[src/rtl/uart_tx_serializer.sv]
// UART transmitter: synchronises the divided baud clock into a one-cycle bit
// tick and shifts parallel words out LSB-first as start/data/parity/stop bits.
module uart_tx_serializer #(
  parameter int unsigned DATA_WIDTH = 8,
  parameter int unsigned PARITY_EN  = 0,
  parameter int unsigned PARITY_ODD = 0,
  parameter int unsigned STOP_BITS  = 1
) (
  input  logic                  clk_in,
  input  logic                  rst_n_in,
  input  logic                  baud_clk_in,
  input  logic [DATA_WIDTH-1:0] tx_data_in,
  input  logic                  tx_valid_in,
  output logic                  tx_ready_out,
  output logic                  tx_out,
  output logic                  busy_out
);

  localparam int unsigned CNT_W = $clog2(DATA_WIDTH);
  localparam int unsigned STOP_W = 2;
  localparam logic [CNT_W-1:0]  LAST_BIT  = CNT_W'(DATA_WIDTH - 1);
  localparam logic [STOP_W-1:0] LAST_STOP = STOP_W'(STOP_BITS - 1);
  localparam logic PARITY_INV = (PARITY_ODD != 0);
  localparam logic HAS_PARITY = (PARITY_EN != 0);

  typedef enum logic [2:0] {
    S_IDLE,
    S_WAIT,
    S_START,
    S_DATA,
    S_PARITY,
    S_STOP
  } state_e;

  // Baud clock synchroniser and rising-edge detector
  logic sync_q1;
  logic sync_q2;
  logic delay_q;
  logic tick_c;

  state_e              state_q,    state_d;
  logic [DATA_WIDTH-1:0] shift_q,  shift_d;
  logic [CNT_W-1:0]    bit_cnt_q,  bit_cnt_d;
  logic [STOP_W-1:0]   stop_cnt_q, stop_cnt_d;
  logic                parity_q,   parity_d;
  logic                tx_q,       tx_d;
  logic                busy_q,     busy_d;
  logic                ready_q,    ready_d;

  // Two-flop synchroniser plus one delay flop for edge detection
  always_ff @(posedge clk_in) begin
    if (!rst_n_in) begin
      sync_q1 <= 1'b0;
      sync_q2 <= 1'b0;
      delay_q <= 1'b0;
    end else begin
      sync_q1 <= baud_clk_in;
      sync_q2 <= sync_q1;
      delay_q <= sync_q2;
    end
  end

  assign tick_c = sync_q2 & ~delay_q;

  // Frame state register
  always_ff @(posedge clk_in) begin
    if (!rst_n_in) begin
      state_q    <= S_IDLE;
      shift_q    <= '0;
      bit_cnt_q  <= '0;
      stop_cnt_q <= '0;
      parity_q   <= 1'b0;
      tx_q       <= 1'b1;
      busy_q     <= 1'b0;
      ready_q    <= 1'b1;
    end else begin
      state_q    <= state_d;
      shift_q    <= shift_d;
      bit_cnt_q  <= bit_cnt_d;
      stop_cnt_q <= stop_cnt_d;
      parity_q   <= parity_d;
      tx_q       <= tx_d;
      busy_q     <= busy_d;
      ready_q    <= ready_d;
    end
  end

  // Next-state and registered-output logic; every transition after IDLE waits for a tick
  always_comb begin
    state_d    = state_q;
    shift_d    = shift_q;
    bit_cnt_d  = bit_cnt_q;
    stop_cnt_d = stop_cnt_q;
    parity_d   = parity_q;
    tx_d       = tx_q;
    busy_d     = busy_q;
    ready_d    = ready_q;

    case (state_q)
      S_IDLE: begin
        tx_d = 1'b1;
        // A tick coinciding with the transfer is deliberately ignored here
        if (tx_valid_in && ready_q) begin
          shift_d  = tx_data_in;
          parity_d = (^tx_data_in) ^ PARITY_INV;
          state_d  = S_WAIT;
          busy_d   = 1'b1;
          ready_d  = 1'b0;
        end
      end

      S_WAIT: begin
        if (tick_c) begin
          state_d = S_START;
          tx_d    = 1'b0;
        end
      end

      S_START: begin
        if (tick_c) begin
          state_d   = S_DATA;
          tx_d      = shift_q[0];
          bit_cnt_d = '0;
        end
      end

      S_DATA: begin
        if (tick_c) begin
          if (bit_cnt_q != LAST_BIT) begin
            shift_d   = shift_q >> 1;
            bit_cnt_d = bit_cnt_q + CNT_W'(1);
            tx_d      = shift_q[1];
          end else if (HAS_PARITY) begin
            state_d = S_PARITY;
            tx_d    = parity_q;
          end else begin
            state_d    = S_STOP;
            tx_d       = 1'b1;
            stop_cnt_d = '0;
          end
        end
      end

      S_PARITY: begin
        if (tick_c) begin
          state_d    = S_STOP;
          tx_d       = 1'b1;
          stop_cnt_d = '0;
        end
      end

      S_STOP: begin
        if (tick_c) begin
          if (stop_cnt_q != LAST_STOP) begin
            stop_cnt_d = stop_cnt_q + STOP_W'(1);
          end else begin
            state_d = S_IDLE;
            busy_d  = 1'b0;
            ready_d = 1'b1;
          end
        end
      end

      default: begin
        state_d = S_IDLE;
        tx_d    = 1'b1;
        busy_d  = 1'b0;
        ready_d = 1'b1;
      end
    endcase
  end

  assign tx_out       = tx_q;
  assign busy_out     = busy_q;
  assign tx_ready_out = ready_q;

endmodule

[config.mk]
export PLATFORM = sky130hd
export DESIGN_NAME = uart_tx_serializer
export DESIGN_NICKNAME = d
export VERILOG_FILES = /design/src/rtl/uart_tx_serializer.sv
export SDC_FILE = /design/constraint.sdc
export NUM_CORES = 1
export LEC_CHECK = 0
export CORE_MARGIN = 2
export CORE_UTILIZATION = 45
export CTS_CLUSTER_SIZE = 12
export DETAILED_ROUTE_END_ITERATION = 7
export HOLD_SLACK_MARGIN = 0.02
export PLACE_DENSITY = 0.67
export SYNTH_ARGS = -nofsm -noshare
export SYNTH_HDL_FRONTEND = slang
export SYNTH_SLANG_ARGS = --single-unit
[constraint.sdc]
create_clock -name clk_in -period 2.8 [get_ports clk_in]
set_input_delay 0.56 -clock clk_in [delete_from_list [all_inputs] [get_ports clk_in]]
set_output_delay 0.56 -clock clk_in [all_outputs]
set_load 0.005 [all_outputs]
## Word level (Yosys, flattened, before mapping)

Index checks and enable logic that the tools add are counted.

- Bits in registers: 22
- Output and inout port bits: 3
- Logic and storage cells: 82

- Add/subtract/negate cells: 2
- Equal/unequal tests: 16
- Muxes and demuxes: 37
- Bitwise logic cells: 4
- Reduce and logical (&&, ||, !) cells: 13

Operators by type and width:

| kind | count |
|---|---|
| two-way mux 3 bit | 11 |
| two-way mux 8 bit | 3 |
| inequality test 2 bit, second input constant | 10 |
| case mux 3 bit (6 select lines) | 1 |
| case mux 8 bit (2 select lines) | 1 |
| AND reduction 4 bit | 3 |
| two-way mux 1 bit | 11 |
| two-way mux 2 bit | 5 |
| AND reduction 8 bit | 1 |
| equality test 3 x 2 -> 1 bit, second input constant | 2 |
| equality test 3 bit, second input constant | 2 |
| case mux 1 bit (3 select lines) | 2 |
| case mux 2 bit (3 select lines) | 1 |
| case mux 3 bit (2 select lines) | 1 |
| AND reduction 6 bit | 1 |
| nonzero test 2 bit | 3 |
| case mux 1 bit (5 select lines) | 1 |
| AND reduction 5 bit | 1 |
| OR reduction 4 bit | 1 |
| adder 3 x 1 -> 3 bit, second input constant | 1 |
| equality test 3 x 1 -> 1 bit, second input constant | 1 |
| logical NOT 3 bit | 1 |
| inequality test 3 bit, second input constant | 1 |
| NOT 1 bit | 3 |
| 4 further kinds | 4 |

## Logic depth before layout (Yosys ltp)

- Word-level depth: 4
- Mapped depth: 6
- Depth with buffers taken out: 6

## Least setup slack after synthesis

OpenSTA, ideal clock, no wires.

- Path type: flip-flop to flip-flop
- From: reg bit_cnt_q[0]
- To: reg shift_q[7]
- Setup time: 130 ps
- Data arrival time: 1493 ps
- Required time: 2670 ps
- Path slack: 1177 ps
- Cell stages (with the launch flop): 7
- Path through: dfxtp_1 > ha_1 > ha_1 > o32ai_4 > buf_6 > mux2i_1 > nor2_1

- Longest elaborated chain between the ends: 3

Ends and longest elaborated chain:

| what | line | RTL |
|---|---|---|
| start, declared | 43 | `logic [CNT_W-1:0] bit_cnt_q, bit_cnt_d;` |
| start signal, assigned | 79 | `bit_cnt_q <= bit_cnt_d;` |
| inequality test 3 bit | 129 | `if (bit_cnt_q != LAST_BIT) begin` |
| inequality test 2 bit (no source line) | -- |  |
| AND reduction 4 bit (no source line) | -- |  |
| end signal, assigned | 78 | `shift_q <= shift_d;` |
| end, declared | 42 | `logic [DATA_WIDTH-1:0] shift_q, shift_d;` |

No other way between the ends.
A chain may end at the register's enable or synchronous reset.

## Worst setup path in the final report

- From: reg state_q[0]
- To: reg shift_q[4]

- Longest elaborated chain between the ends: 3
- Elaborated cells on any way between the ends: 8
- Those cells by class: eq/ne (4); mux (1); reduce/logical (3)

Ends and longest elaborated chain:

| what | line | RTL |
|---|---|---|
| start, declared | 41 | `state_e state_q, state_d;` |
| start signal, assigned | 77 | `state_q <= state_d;` |
| equality test 3 x 2 -> 1 bit or logical NOT 3 bit (tied branches) | 99 | `case (state_q)` |
| inequality test 2 bit (no source line) or nonzero test 2 bit (tied branches) | -- |  |
| AND reduction 4 bit (no source line) | -- |  |

Parallel ways exist; a longest one is shown, timed or not.

==> key figures <==
Setup path
  – CP Max Fanout: 16
  – CP Buf/Inv Count: 0
  – Critical R2R Launch: state_q[0]
  – Critical path, cell by cell: nand3b_2 -> o32ai_4 -> nor2_1 -> a311oi_1
  – Top Family by Delay on Critical Path: compound AO/OA/AOI/OAI gates
  – CP Class: reg2reg
  – WP depth: 4
  – R2R setup slack: between 0.7 and 0.8 ns
  – Arrival time worst endpoint: ~2.3 ns
  – Register-to-Register Path Depth: 4
  – Crit path from: state_q[0]
  – Worst EP required: 3.03 ns
  – Crit end category: flip-flop
  – Worst flop-to-flop path endpoint: shift_q[4]
  – Crit path launch type: flip-flop
  – Slowest cell on the critical path: dfxtp_1
  – CP peak stage delay: 0.65 ns
  – Worst setup path end: shift_q[4]

CTS
  – Clk slew on worst S/H paths: ~0.13 ns
  – Cts bufs inserted: 3
  – Clk root buf: clkbuf_4
  – Clock Latency Late Sink: approximately 0.31 ns
  – CTS tree: done
  – Post-cts resize count: 0
  – CTS Buffer Depth: 2
  – Setup Fix Bufs, Post-CTS: 0
  – Clock sink total: 22
  – H-tree depth: 1
  – CTS hold repair buffers: 0

Synth
  – Synth area leader: dfxtp_1
  – Synthesized area: 0.00115 mm²
  – Netlist cell types: 37
  – Synth top area share: 38.2%
  – Top cells by count, synth: nand2_1, dfxtp_1, nor2_1, a21oi_1, nand3_1
  – Area contributors post-synth: dfxtp_1, nand2_1, ha_1
  – Syn_area_per_cell: 8.55 µm²
  – Ys async rst share: 0%
  – Most common cell in the netlist: nand2_1
  – Mapped Nets: 151
  – Mapped Cells: 135
  – Register area share after synthesis: 38.2%
  – Yosys warns: 0
  – Top_reg_cell synth: dfxtp_1
  – Post-synth EDFFs: 0
  – Yosys reg bits: 22

Routing
  – Post-route ant nets: 0
  – 1st-pass router iterations: 4
  – WL/cell: 13.0 µm
  – DR DRC count: 0
  – DR iter-0 viols: 15
  – Vias: 993
  – WL final: around 2.3 mm
  – Vias/cell: about 5.6

Pwr
  – Switching share of power: between 30% and 40%
  – P_int: 0.589 mW
  – PD cells: 681 mW/mm²
  – Comb power frac: 32.1%
  – LEAKAGE: 0.506 nW
  – Total power: 0.901 mW
  – Clk pwr share: 20.3%
  – Max VDD drop: 0.000551 V
  – Flop pwr share: between 40 and 50%
  – Sw power: slightly above 0.3 mW

Cells and area
  – Layout cells sized above 1: 6.85%
  – Fin cells: ~180
  – Nets@finish: 163
  – Final Core Density: 53.9%
  – Number of antenna repair diodes: 0
  – Fin area: roughly 0.0013 mm²
  – Area Growth Syn to Fin: 14.6%

Global routing
  – Global-route wire length before repair: 3.97 mm
  – Initial antenna violation count: 0
  – Overflow after GRT: 0
  – Number of global-route vias before repair: just over 900
  – Overall routing resource usage: 18.6%
  – Largest net degree at the start of global routing: 17

STA
  – Hold slack: ~0.45 ns
  – Max transition margin: about three fifths
  – Tmin final: 2.07 ns
  – Final Cycle Share: 74.0%
  – Unrepaired setup endpoints after global routing: false
  – Sum of negative setup slack: 0 ns
  – Final setup margin: 0.729 ns
  – FMAX: 0.483 GHz
  – Final Hold Viols: 0
  – Max-slew violations: 0
  – Worst Clk Skew: ~0.0033 ns
  – Final setup vio count: 0
  – Worst-Margin Slew: a little over 0.6 ns

Floorplan
  – Die width: 54.6 µm
  – # IOs: 15
  – Die Area: 0.00298 mm²
  – Die Span Y: 54.6 µm
  – Row Count: 18
  – Core box area: 0.00245 mm²
  – Initial core utilization: 47.0%

Placed design
  – I/O Buffers: 14
  – Placer Congestion: 0.816
  – Inst Count DP: ~170
  – DP Area: 0.00129 mm²
  – Pre-CTS setup slack: 0.729 ns
  – Dpl hpwl: between 1.5 and 2 mm

Status
  – Status: completed

Run
  – MaxCap Viol Count: 0

Hold path
  – Type of the tightest min-delay check: reg2reg
  – Min-delay src: sync_q1
==> per-layer routing <==
layer / GRT usage (%) / up-vias / wire length [µm]
li1: - / 504 / -
met1: 24.2 / 469 / 1080
met2: 29.0 / 16 / 1110
met3: 3.28 / 4 / 65
met4: 10.0 / 0 / 44
met5: 0 / - / 0
==> area by class of cell <==
| type | instances | area (µm²) |
|---|---|---|
| fill | 243 | 1130 |
| multi-input combinational | 101 | 646 |
| sequential | 22 | 440 |
| timing repair buffer | 15 | 148 |
| tap | 30 | 37.5 |
| clock buffer | 4 | 36.3 |
| inverter | 4 | 15.0 |
==> cell usage in the layout, fill, tap and decap left out, drive strengths merged, types with 5 or more instances in the layout <==
master,instances
a311oi,7
a21oi,7
nand3,7
dfxtp,22
o21ai,5
nand2,25
clkdlybuf4s50,14
nor2,11
==> worst register-to-register path, cell delays in order, from the launching register on <==
cell,delay [ns]
dfxtp_1,0.65
nand3b_2,0.32
o32ai_4,0.65
nor2_1,0.10
a311oi_1,0.26
==> flip-flops by register name, indices dropped and copies added, names as in the netlist <==
signal / cells
delay_q: 1
stop_cnt_q: 2
shift_q: 8
sync_q2: 1
busy_out: 1
tx_ready_out: 1
bit_cnt_q: 3
tx_out: 1
state_q: 3
sync_q1: 1
==> how the worst min path moves through the flow <==
stage                   end  slack (ns)  depth (start not counted)
floorplan           sync_q2        0.41                          1
global placement    sync_q2        0.41                          1
detailed placement  sync_q2        0.43                          1
CTS                 sync_q2        0.46                          1
global route        sync_q2        0.48                          1
finish              sync_q2        0.45                          1
==> cell families after synthesis <==
| logic type | after synthesis | share of synthesized area, % |
|---|---|---|
| compound gates | 31 | 22.2 |
| mux | 3 | 2.60 |
| fa+ha+maj | 4 | 4.34 |
| buf+inv | 12 | 5.86 |
| flops | 22 | 38.2 |
| simple gates | 63 | 26.8 |
==> power by group through the flow <==
stage	combinational, mW	sequential (mW)	clock [mW]
after global routing	0.328	0.438	0.200
after CTS	0.292	0.427	0.183
after floorplan	0.268	0.401	0
after detailed placement	0.292	0.435	0
final	0.289	0.429	0.183
after global placement	0.284	0.433	0
No activity file was read; power rests on OpenSTA's default activity.
